==> src/rtl/ps2_mouse_rx_if.sv <==
// ps2_mouse_rx_if
// Groups the PS/2 pad lines and the Kempston-facing mouse bus.
//   ps2_clk, ps2_data : raw PS/2 lines from the pad (asynchronous)
//   ps2_mouse         : {left button, Y counter, X counter}
//   ps2_mouse_new     : one-cycle strobe when ps2_mouse takes a new packet
//   frame_err         : one-cycle strobe on any discarded byte
//   rx_state          : current frame FSM state (debug)
// master = the receiver, slave = the consumer / pad model.
interface ps2_mouse_rx_if;
  logic        ps2_clk;
  logic        ps2_data;
  logic [16:0] ps2_mouse;
  logic        ps2_mouse_new;
  logic        frame_err;
  logic [1:0]  rx_state;

  modport master (
    input  ps2_clk, ps2_data,
    output ps2_mouse, ps2_mouse_new, frame_err, rx_state
  );

  modport slave (
    output ps2_clk, ps2_data,
    input  ps2_mouse, ps2_mouse_new, frame_err, rx_state
  );
endinterface

==> src/rtl/ps2_mouse_rx.sv <==
// ps2_mouse_rx
// Deserialises PS/2 device-to-host frames, assembles 3-byte stream-mode mouse
// packets and accumulates the X/Y deltas into 8-bit wrap-around counters.
// Ports:
//   clk_sys : system clock (only clock)
//   reset_n : asynchronous active-low reset
//   bus     : ps2_mouse_rx_if.master (pad lines in, mouse bus + strobes out)
// Handshake: ps2_mouse_new is a single-cycle valid with no ready; ps2_mouse is
// registered and holds its value until the next packet, so a consumer may
// sample it at any time and use the strobe only to detect change.
module ps2_mouse_rx #(
  parameter int          FILTER  = 8,
  parameter logic [15:0] TIMEOUT = 16'd40000
) (
  input  logic            clk_sys,
  input  logic            reset_n,
  ps2_mouse_rx_if.master  bus
);

  localparam int FW = (FILTER > 1) ? $clog2(FILTER) : 1;
  localparam logic [FW-1:0] FMAX = FW'(FILTER - 1);

  typedef enum logic [1:0] {IDLE, DATA, PARITY, STOP} state_t;

  // index 0 = clock line, index 1 = data line
  logic [1:0]    sync1, sync2, filt;
  logic [FW-1:0] fcnt [2];
  logic          fall;

  state_t        state;
  logic [2:0]    bit_cnt;
  logic [7:0]    shift;
  logic          par_ok;
  logic [15:0]   to_cnt;
  logic [1:0]    idx;
  logic [7:0]    b0, b1;
  logic [7:0]    pos_x, pos_y;
  logic          btn;
  logic          mouse_new;
  logic          err;
  logic          sample;

  assign sample = filt[1];

  // Synchroniser + stability filter. A line's filtered value only follows the
  // synchronised value after FILTER consecutive cycles of disagreement, so any
  // shorter glitch restarts the count. The clock-fall event is registered in
  // the same edge that the filtered clock drops.
  always_ff @(posedge clk_sys or negedge reset_n) begin
    if (!reset_n) begin
      sync1   <= 2'b11;
      sync2   <= 2'b11;
      filt    <= 2'b11;
      fcnt[0] <= '0;
      fcnt[1] <= '0;
      fall    <= 1'b0;
    end else begin
      sync1 <= {bus.ps2_data, bus.ps2_clk};
      sync2 <= sync1;
      fall  <= filt[0] && !sync2[0] && (fcnt[0] == FMAX);
      for (int i = 0; i < 2; i++) begin
        if (sync2[i] == filt[i]) begin
          fcnt[i] <= '0;
        end else if (fcnt[i] == FMAX) begin
          filt[i] <= sync2[i];
          fcnt[i] <= '0;
        end else begin
          fcnt[i] <= fcnt[i] + 1'b1;
        end
      end
    end
  end

  // Frame FSM, timeout and packet assembler. The third byte is still in
  // shift when its stop bit arrives, so the counters update on that edge.
  always_ff @(posedge clk_sys or negedge reset_n) begin
    if (!reset_n) begin
      state     <= IDLE;
      bit_cnt   <= '0;
      shift     <= '0;
      par_ok    <= 1'b0;
      to_cnt    <= '0;
      idx       <= '0;
      b0        <= '0;
      b1        <= '0;
      pos_x     <= '0;
      pos_y     <= '0;
      btn       <= 1'b0;
      mouse_new <= 1'b0;
      err       <= 1'b0;
    end else begin
      mouse_new <= 1'b0;
      err       <= 1'b0;
      if (fall) begin
        to_cnt <= '0;
        case (state)
          IDLE: begin
            if (!sample) begin
              state   <= DATA;
              bit_cnt <= '0;
            end else begin
              err <= 1'b1;
              idx <= '0;
            end
          end
          DATA: begin
            shift   <= {sample, shift[7:1]};
            bit_cnt <= bit_cnt + 1'b1;
            if (bit_cnt == 3'd7) state <= PARITY;
          end
          PARITY: begin
            par_ok <= ^{shift, sample};
            state  <= STOP;
          end
          STOP: begin
            state <= IDLE;
            if (par_ok && sample) begin
              case (idx)
                2'd0: begin
                  // Resync: a first byte without bit 3 set is dropped silently.
                  if (shift[3]) begin
                    b0  <= shift;
                    idx <= 2'd1;
                  end
                end
                2'd1: begin
                  b1  <= shift;
                  idx <= 2'd2;
                end
                default: begin
                  // Low byte of the 9-bit delta is the payload byte itself.
                  pos_x     <= pos_x + (b0[6] ? 8'd0 : b1);
                  pos_y     <= pos_y + (b0[7] ? 8'd0 : shift);
                  btn       <= b0[0];
                  mouse_new <= 1'b1;
                  idx       <= 2'd0;
                end
              endcase
            end else begin
              err <= 1'b1;
              idx <= '0;
            end
          end
          default: state <= IDLE;
        endcase
      end else if (state != IDLE) begin
        if (to_cnt == TIMEOUT) begin
          state  <= IDLE;
          err    <= 1'b1;
          idx    <= '0;
          to_cnt <= '0;
        end else begin
          to_cnt <= to_cnt + 1'b1;
        end
      end else begin
        to_cnt <= '0;
      end
    end
  end

  assign bus.ps2_mouse     = {btn, pos_y, pos_x};
  assign bus.ps2_mouse_new = mouse_new;
  assign bus.frame_err     = err;
  assign bus.rx_state      = state;

endmodule

==> src/flat_wrapper.sv <==
// flat-port wrapper written by rule: the top's interface ports become plain ports
module ps2_mouse_rx_flat 
#(
  parameter int          FILTER  = 8,
  parameter logic [15:0] TIMEOUT = 16'd40000
)
  (clk_sys, reset_n, bus_ps2_clk, bus_ps2_data, bus_ps2_mouse, bus_ps2_mouse_new, bus_frame_err, bus_rx_state);
  ps2_mouse_rx_if bus_i ();
  input  logic clk_sys;
  input  logic reset_n;
  input wire logic [$bits(bus_i.ps2_clk)-1:0] bus_ps2_clk;
  input wire logic [$bits(bus_i.ps2_data)-1:0] bus_ps2_data;
  output wire logic [$bits(bus_i.ps2_mouse)-1:0] bus_ps2_mouse;
  output wire logic [$bits(bus_i.ps2_mouse_new)-1:0] bus_ps2_mouse_new;
  output wire logic [$bits(bus_i.frame_err)-1:0] bus_frame_err;
  output wire logic [$bits(bus_i.rx_state)-1:0] bus_rx_state;
  assign bus_i.ps2_clk = bus_ps2_clk;
  assign bus_i.ps2_data = bus_ps2_data;
  assign bus_ps2_mouse = bus_i.ps2_mouse;
  assign bus_ps2_mouse_new = bus_i.ps2_mouse_new;
  assign bus_frame_err = bus_i.frame_err;
  assign bus_rx_state = bus_i.rx_state;
  ps2_mouse_rx #(.FILTER(FILTER), .TIMEOUT(TIMEOUT)) u_core (.clk_sys(clk_sys), .reset_n(reset_n), .bus(bus_i));
endmodule
==> config.mk <==
export PLATFORM = sky130hd
export DESIGN_NAME = ps2_mouse_rx_flat
export DESIGN_NICKNAME = d
export VERILOG_FILES = /design/src/rtl/ps2_mouse_rx_if.sv /design/src/rtl/ps2_mouse_rx.sv /design/src/flat_wrapper.sv
export SDC_FILE = /design/constraint.sdc
export NUM_CORES = 1
export LEC_CHECK = 0
export BUFFER_PORTS_ARGS = -buffer_cell sky130_fd_sc_hd__buf_2
export CAP_MARGIN = 40
export CORE_MARGIN = 3
export CORE_UTILIZATION = 58
export CTS_CLUSTER_DIAMETER = 60
export DETAILED_ROUTE_END_ITERATION = 12
export PLACE_DENSITY = 0.79
export REMOVE_ABC_BUFFERS = 1
export SETUP_SLACK_MARGIN = 0.15
export SLEW_MARGIN = 40
export SYNTH_ARGS = -nofsm -noshare
export SYNTH_HDL_FRONTEND = slang
export SYNTH_SLANG_ARGS = --single-unit
==> constraint.sdc <==
create_clock -name clk_sys -period 2.96 [get_ports clk_sys]
set_input_delay 0.74 -clock clk_sys [delete_from_list [all_inputs] [get_ports clk_sys]]
set_output_delay 0.74 -clock clk_sys [all_outputs]
set_load 0.05 [all_outputs]
==> results of run 1 <==
==> cell families after synthesis <==
group	count (synthesis)	synth area share [%]
simple gates	130	17.33
buf+inv	29	2.925
mux	21	6.043
fa+ha+maj	29	9.707
flops	75	48.41
compound gates	52	8.390
xor+xnor	32	7.200
==> power by group through the flow <==
stage | clock network [mW] | registers, mW | logic (mW)
4_1_cts | 0.749 | 1.10 | 0.121
2_1_floorplan | 0 | 1.11 | 0.0801
5_1_grt | 0.801 | 1.11 | 0.138
3_5_place_dp | 0 | 1.12 | 0.119
3_3_place_gp | 0 | 1.12 | 0.110
6_report | 0.737 | 1.10 | 0.116
==> final cells by class <==
class	count	area (sq um)
clock buffer	14	172.7
clock inverter	2	10.01
fill	492	2142
inverter	20	75.07
multi-input combinational	264	1901
sequential	75	1884
tap	77	96.34
timing repair buffer	26	141.4
==> worst max-delay path: stages (launching register included) <==
cell	delay, ns
dfrtp_1	0.43
or4_1	0.53
nor4_2	0.33
nand2_1	0.17
a221oi_2	0.33
mux2_1	0.35
==> worst max-delay path by stage <==
stage	slack, ns	start	to	depth (start not counted)
finish	0.72	u_core.to_cnt[4]	u_core.idx[1]	5
global route	0.59	u_core.b0[6]	u_core.pos_x[7]	7
CTS	0.72	u_core.to_cnt[4]	u_core.idx[1]	5
detailed placement	0.75	u_core.to_cnt[4]	u_core.idx[1]	5
global placement	0.78	u_core.to_cnt[13]	u_core.idx[1]	5
floorplan	0.59	u_core.bus.rx_state[0]	u_core.pos_x[7]	7
==> flip-flops by register name, summed over array words and instances, names as in the netlist, 3 cells and up <==
register,count
u_core.pos_x,8
u_core.bit_cnt,3
u_core.pos_y,8
u_core.to_cnt,16
u_core.b0,3
u_core.b1,8
u_core.fcnt,6
u_core.shift,8
==> synth_stat cells, drive strengths merged (3+ instances only) <==
cell    count
dfrtp      69
nand2      38
ha         27
nor2       23
o21ai      22
inv        20
mux2       20
xnor2      20
nor2b      15
nand3      13
xor2       12
a21oi       9
clkbuf      7
a211oi      6
dfstp       6
nor3        6
and3        5
nand4       5
nor3b       5
a21o        4
nand2b      4
o31ai       3
==> metrics by stage <==
| stage | power, mW | hold WS, ns |
|---|---|---|
| finish | 1.955 | 0.3579 |
| global route | 2.049 | 0.3581 |
| CTS | 1.972 | 0.3590 |
| detailed placement | 1.241 | 0.3484 |
| global placement | 1.230 | 0.3463 |
| floorplan | 1.195 | 0.3452 |
==> layout by cell type, fill, tap and decap left out, types with 3 or more instances in the layout <==
| cell | count |
|---|---|
| a21oi_1 | 9 |
| nand2b_1 | 4 |
| dfstp_2 | 6 |
| buf_2 | 23 |
| nand2_1 | 38 |
| clkbuf_8 | 12 |
| nor2b_1 | 15 |
| a21o_1 | 4 |
| o21ai_1 | 16 |
| xnor2_1 | 20 |
| a211oi_1 | 6 |
| nand3_1 | 13 |
| xor2_1 | 12 |
| and3_1 | 5 |
| nor2_1 | 23 |
| inv_1 | 18 |
| ha_1 | 27 |
| nand4_1 | 5 |
| nor3b_1 | 5 |
| o21ai_0 | 6 |
| mux2_1 | 19 |
| nor3_1 | 6 |
| o31ai_1 | 3 |
| dfrtp_1 | 69 |
==> layer usage <==
| metal | GRT usage [%] | vias up | wire length [um] |
|---|---|---|---|
| met4 | 7.531 | 0 | 137 |
| met5 | 0 | - | 0 |
| met3 | 5.080 | 12 | 244 |
| met2 | 30.75 | 44 | 3072 |
| li1 | - | 1328 | - |
| met1 | 26.69 | 1293 | 3269 |
==> impl_metrics.toml, run 1 <==
[setup_path]
required_ns = 3.19
crit_fanout = 5
cp-end-kind = "flop"
r2r_start = "u_core.to_cnt[4]"
path_class = "flop to flop"
reg2reg_slack_ns = 0.72
critPathLaunchType = "flop"
reg2reg_depth = 5
r2r-end = "u_core.idx[1]"
arrival_ns = 2.48

[detailed_routing]
drt_iter0_drc = 105
via_count = 2677
firstDrtPassIters = 4
vias_per_cell = 5.600
routed_wl_mm = 6.723
drc = 0
post_drt_wl_per_cell_um = 14.06
ant_nets = 0

[power]
powerDensity_nw_per_um2 = 456.7
p_int_mw = 1.499
netSwitchingFraction_pct = 23.31
comb_power_share_pct = 5.9
p_seq_share_pct = 56.4
p_clk_share_pct = 37.7
vdd_drop_max_mv = 0.2917
p_leak_nw = 2.103
power.switching_uw = 455.6

[layout]
finish.utilization_pct = 66.65
final_cell_count_no_fill = 478
drive_gt1_share_pct = 12.97
syn_to_final_growth_pct = 9.965
antenna-diode-count = 0
fin_area_sq_um = 4280
final_nets = 429

[timing]
fin_ws_ns = 0.7155
finalSetupTns_ns = 0
slew_viol_final = 0
period_needed_ns = 2.245
hold_viol = 0
rsz0062_at_grt = "false"
relSlewSlack_pct = 56.16
period_share_pct = 75.83
setup_violations = 0
worstMarginPinSlew_ns = 0.6575
timing.fmax_mhz = 445.5
fin_skew_ns = 0.006418

[job]
drv_cap = 0

[place]
hpwl_mm = 4.674
gp_congestion = 0.8580
placed_cell_area_sq_um = 4091
numPortBuffers = 24
pre_cts_slack_ns = 0.7487
placed_cells = 462

[synth]
yosysSeqAreaShare_pct = 48.41
netlist_instances = 368
synth_area_leader_cell = "dfrtp_1"
synth_ff_type = "dfrtp_1"
synthTopCellsByArea = "dfrtp_1, ha_1, mux2_1, xnor2_1, dfstp_2"
syn_area_sq_um = 3892
yosys_warnings = 0
synth_enable_flop_cells = 0
yosysTopAreaCellShare_pct = 44.36
async_flop_share_pct = 100.0
syn_area_per_cell_sq_um = 10.58
synth-seq-cells = 75
synth.distinct_cells = 46

[global_routing]
grt_util_all_layers_pct = 19.76
grt.overflow.total = 0
grt_pass1_wl_mm = 11.83
grt_start_max_net_pins = 76
grt_antenna_before_repair = 0
grt_pass1_vias = 2599

[clock_network]
cts_root_buffer = "clkbuf_8"
postCtsResizedCells = 0
cts.sinks = 75
cts_buffer_depth = 2
clkLatencyLatePin_ns = 0.35
postCtsSetupBuffers = 0
cts.htree.levels = 3
cts_tree = "yes"
clkTransAtPathRegs_ns = 0.07
cts_made_buffers = 9
cts_hold_buf = 0

[min_path]
holdCritStartpoint = "u_core.sync1[0]"
hp-class = "flop to flop"
hold_end = "u_core.sync2[0]"
hold-path-cell-count = 0

[floorplan]
core-area_sq_um = 6422
ios = 25
rows = 29
die-width_um = 87.92
die_height_um = 87.92
die_area_sq_um = 7730
start_util_pct = 60.61

[status]
status = "complete, no violations"
Note: power is estimated with default switching activity, not from simulation.
==> run 2, diff against run 1 <==
Settings changed: CORE_UTILIZATION 58 to 55, PLACE_DENSITY 0.79 to 0.78.
Clock period 2.96 ns to 2 ns, I/O delays scaled along.
==> run 2 against run 1 <==
Effect of this change: the run now ends with negative setup slack left; sequential power grew 46%; final cell count up 15%; sequential cell count unchanged; combinational power is 85% higher; global-route usage up 2.5 points; clock power increased by 64%; worst setup slack got worse by 0.92 ns; power up 55%; critical path type unchanged; highest routed layer unchanged.
==> impl_metrics.toml, run 2 (synthesis results as in run 1) <==
[floorplan]
die_height_um = 90.13
start_util_pct = 56.98
die_area_sq_um = 8123
ios = 25
die-width_um = 90.13
core-area_sq_um = 6832
rows = 30

[place]
placed_cell_area_sq_um = 4357
numPortBuffers = 24
gp_congestion = 0.8604
hpwl_mm = 5.233

[global_routing]
grt_antenna_before_repair = 0
grt_pass1_vias = 3064
grt_util_all_layers_pct = 22.29
grt.overflow.total = 0
grt_start_max_net_pins = 33
grt_pass1_wl_mm = 14.61

[timing]
hold_viol = 0
period_share_pct = 110.0
worstMarginPinSlew_ns = 0.4662
period_needed_ns = 2.200
timing.fmax_mhz = 454.5
rsz0062_at_grt = "true"
setup_violations = 2
fin_ws_ns = -0.2001
slew_viol_final = 0
fin_skew_ns = 0.006294
relSlewSlack_pct = 68.86

[clock_network]
clkTransAtPathRegs_ns = 0.08
cts_tree = "yes"
cts_made_buffers = 9
cts.htree.levels = 3
cts_buffer_depth = 2
cts.sinks = 75
clkLatencyLatePin_ns = 0.35
cts_root_buffer = "clkbuf_8"

[detailed_routing]
routed_wl_mm = 9.128
ant_nets = 0
via_count = 3045
vias_per_cell = 5.546
firstDrtPassIters = 4
drt_iter0_drc = 161
post_drt_wl_per_cell_um = 16.63
drc = 0

[layout]
syn_to_final_growth_pct = 30.89
final_nets = 481
largest_register = "u_core.to_cnt"
antenna-diode-count = 0
drive_gt1_share_pct = 34.22
fill_cells = 440
fin_area_sq_um = 5095
final_common_cell = "dfrtp_1"
largest_reg_flops = 16
mostFrequentLayoutCells = "dfrtp_1, buf_4, nand2_1"

[setup_path]
arrival_ns = 2.42
required_ns = 2.22
crit_path_end = "u_core.idx[0]"
r2r_start = "u_core.to_cnt[9]"
reg2reg_depth = 5
cp-end-kind = "flop"
path_class = "flop to flop"
critPathLaunchType = "flop"
crit_fanout = 2
r2r-end = "u_core.idx[0]"
reg2reg_slack_ns = -0.20
setup.worst_path.start = "u_core.to_cnt[9]"

[power]
p_leak_nw = 2.378
p_total_mw = 3.040
powerDensity_nw_per_um2 = 596.6
vdd_drop_max_mv = 0.4649

[status]
violations = "negative setup slack"
status = "complete, but fails checks"

[min_path]
hp-class = "input port to asynchronous set/reset pin"

[job]
drv_cap = 0
-- run 2: cell types whose count changed in the layout (fill, tap and decap cells not counted), sizes merged --
cell,change
buf,+52
clkinvlp,+2
clkinv,-1
bufinv,+1
clkbuf,-2
-- run 2: critical path, cell delays in order (launching register included) --
cell,delay [ns]
dfrtp_1,0.39
or4b_4,0.55
nor4_4,0.29
nand2_1,0.12
a221oi_2,0.37
mux2_1,0.37
-- run 2: area by class of cell --
cell class                 count  area [sq um]  share of cell area (%)
tap                           96         120.1                   2.358
multi-input combinational    264          2235                   43.86
inverter                      20         75.07                   1.473
timing repair buffer          78         574.3                   11.27
clock buffer                  12         155.1                   3.045
clock inverter                 4         50.05                  0.9823
sequential                    75          1886                   37.01
-- run 2: worst min-delay path by stage --
stage                            to  slack (ns)       startpoint  depth (start not counted)
floorplan              u_core.b0[0]        0.20          reset_n                          0
global placement    u_core.sync2[0]        0.35  u_core.sync1[0]                          0
detailed placement  u_core.sync2[0]        0.35  u_core.sync1[0]                          0
CTS                 u_core.pos_y[2]        0.07          reset_n                          1
global route        u_core.pos_y[6]        0.09          reset_n                          1
finish              u_core.pos_y[6]        0.08          reset_n                          1
-- run 2: what timing repair did --
item | 4_1_cts | 5_1_grt
pin swaps | 30 | 28
endpoints found under the setup margin | 10 | 37
setup buffers | 12 | 9
hold buffers | 0 | 0
gates resized for setup | 46 | 33
-- run 2: stage by stage --
step                setup TNS [ns]  utilization [%]  std cells  hold slack, ns  worst slack [ns]
global route               -0.6749            74.58        549         0.08642           -0.2709
floorplan                   -1.607                -        359          0.2044           -0.3693
finish                     -0.3545            74.58        549         0.08154           -0.2001
CTS                        -0.2796            71.10        540         0.06943           -0.1400
global placement           -0.1332            63.77        512          0.3462          -0.06684
detailed placement         -0.3282            63.77        512          0.3468           -0.1267
-- run 2: power breakdown --
part           switching, mW  total, mW  internal (mW)
logic                  0.115      0.215         0.0999
clock network          0.570       1.21          0.643
registers             0.0261       1.61           1.59
total                  0.711       3.04           2.33
-- run 2: layer usage --
layer | track usage (%) | routed length (um)
met5 | 0 | 0
met4 | 9.821 | 213
met3 | 4.854 | 309
met2 | 36.53 | 4671
met1 | 28.45 | 3933
==> run 3, diff against run 2 <==
Settings changed: CORE_UTILIZATION 55 to 57, CTS_BUF_LIST set to sky130_fd_sc_hd__clkbuf_4, PLACE_DENSITY 0.78 to 0.81.
==> run 3 against run 2 <==
Effect of this change: the run still ends with negative setup slack left; die area down 3.3%; clock power about the same; sequential share of layout area about the same; wire length decreased by 1.6%; fmax grew 4.6%; combinational power is essentially flat; sequential cell count stayed put; critical path type unchanged; critical endpoint unchanged; largest power group unchanged.
==> impl_metrics.toml, run 3 (synthesis results as in run 1) <==
[status]
status = "complete, but fails checks"
violations = "negative setup slack"

[detailed_routing]
ant_nets = 0
firstDrtPassIters = 4
drc = 0
vias_per_cell = 5.764
via_count = 3078
routed_wl_mm = 8.986
drt_iter0_drc = 120
post_drt_wl_per_cell_um = 16.83

[timing]
period_share_pct = 105.2
timing.fmax_mhz = 475.3
fin_skew_ns = 0.01464
relSlewSlack_pct = 73.33
rsz0062_at_grt = "true"
setup_violations = 4
worstMarginPinSlew_ns = 0.4000
hold_viol = 0
slew_viol_final = 0
period_needed_ns = 2.104
fin_ws_ns = -0.1040

[setup_path]
worstPathCellList = "or4b_4 -> nor4_4 -> nand2_1 -> a221oi_2 -> mux2_1"
crit_slowest_cell = "or4b_4"
reg2reg_depth = 5
cpPeakStageDelay_ns = 0.55
crit_fanout = 2
r2r-end = "u_core.idx[0]"
crit_family = "simple AND/OR/NAND/NOR gates"
crit_buf_inv = 0
reg2reg_slack_ns = -0.10
required_ns = 2.30
cp-end-kind = "flop"
r2r_start = "u_core.to_cnt[8]"
critPathLaunchType = "flop"
path_class = "flop to flop"
arrival_ns = 2.41

[power]
vdd_drop_max_mv = 0.6605
p_total_mw = 3.015
powerDensity_nw_per_um2 = 592.2
p_leak_nw = 2.386

[layout]
finish.utilization_pct = 78.39
final_nets = 485
final_common_cell = "dfrtp_1"
largest_register = "u_core.to_cnt"
antenna-diode-count = 0
mostFrequentLayoutCells = "dfrtp_1, buf_4, nand2_1"
multi_input_area_sq_um = 2245
fill_cells = 393
drive_gt1_share_pct = 35.01
syn_to_final_growth_pct = 30.79
seq_area_sq_um = 1886
largest_reg_flops = 16

[place]
gp_congestion = 0.8287
numPortBuffers = 24
hpwl_mm = 5.363
pre_cts_slack_ns = -0.09448

[floorplan]
start_util_pct = 59.93
core-area_sq_um = 6495
ios = 25
die-width_um = 88.64
rows = 29
die_area_sq_um = 7856
die_height_um = 88.64

[min_path]
hp-class = "input port to flop"
holdCritStartpoint = "bus_ps2_data"
hold_end = "u_core.sync1[1]"
hold-path-cell-count = 1

[global_routing]
grt_start_max_net_pins = 48
grt_pass1_vias = 3096
grt_pass1_wl_mm = 14.18
top_usage_layer = "met2"
globalRouteMet3Util_pct = 3.818
grt_antenna_before_repair = 0
met2_usage_pct = 40.49
grt.overflow.total = 0
grt_util_all_layers_pct = 23.38
grt_use_met1_pct = 28.93

[clock_network]
cts_root_buffer = "clkbuf_4"
clkLatencyLatePin_ns = 0.42
cts_buffer_depth = 2
cts.sinks = 75
clkTransAtPathRegs_ns = 0.12
cts.htree.levels = 3
cts_made_buffers = 9
cts_tree = "yes"

[job]
drv_cap = 0
-- run 3: worst max-delay path by stage --
stage                                 startpoint               to  slack [ns]  cells past startpoint
after CTS                       u_core.to_cnt[2]    u_core.idx[1]       -0.12                      5
final                           u_core.to_cnt[8]    u_core.idx[0]       -0.10                      5
after global routing            u_core.to_cnt[7]    u_core.idx[0]       -0.20                      5
after floorplan           u_core.bus.rx_state[0]  u_core.pos_x[7]       -0.37                      7
after global placement         u_core.to_cnt[13]    u_core.idx[1]       -0.06                      5
after detailed placement       u_core.to_cnt[13]    u_core.idx[1]       -0.09                      5
-- run 3: what timing repair did --
action | 4_1_cts | 5_1_grt
setup buffers | 17 | 5
pin swaps | 25 | 26
endpoints found under the hold margin | 20 | 0
gates resized for setup | 42 | 41
hold buffers | 1 | 0
endpoints found under the setup margin | 17 | 35
-- run 3: cell type report --
type                       count  share of cell area, %
timing repair buffer          82                  11.85
multi-input combinational    264                  44.09
clock buffer                  11                  1.622
inverter                      20                  1.524
tap                           77                  1.892
clock inverter                 5                  1.991
sequential                    75                  37.04
-- run 3: metrics by stage --
step	hold slack, ns	cell area [sq um]	setup TNS (ns)	std cells
after floorplan	0.2044	3854	-1.607	359
after global placement	0.3460	4348	-0.1155	495
after detailed placement	0.3473	4348	-0.3113	495
after CTS	0.1430	4847	-0.2435	529
after global routing	0.1350	5091	-0.6619	534
final	0.1650	5091	-0.2976	534
-- run 3: routing by layer --
metal	routed length, um	vias to the layer above
met5	0	-
met4	195	0
met3	275	25
met2	4633	77
met1	3882	1527
li1	-	1449
-- run 3: power by group --
part | internal [mW] | switching (mW)
clock | 0.658 | 0.533
sequential | 1.59 | 0.0243
combinational | 0.0989 | 0.115
total | 2.34 | 0.672
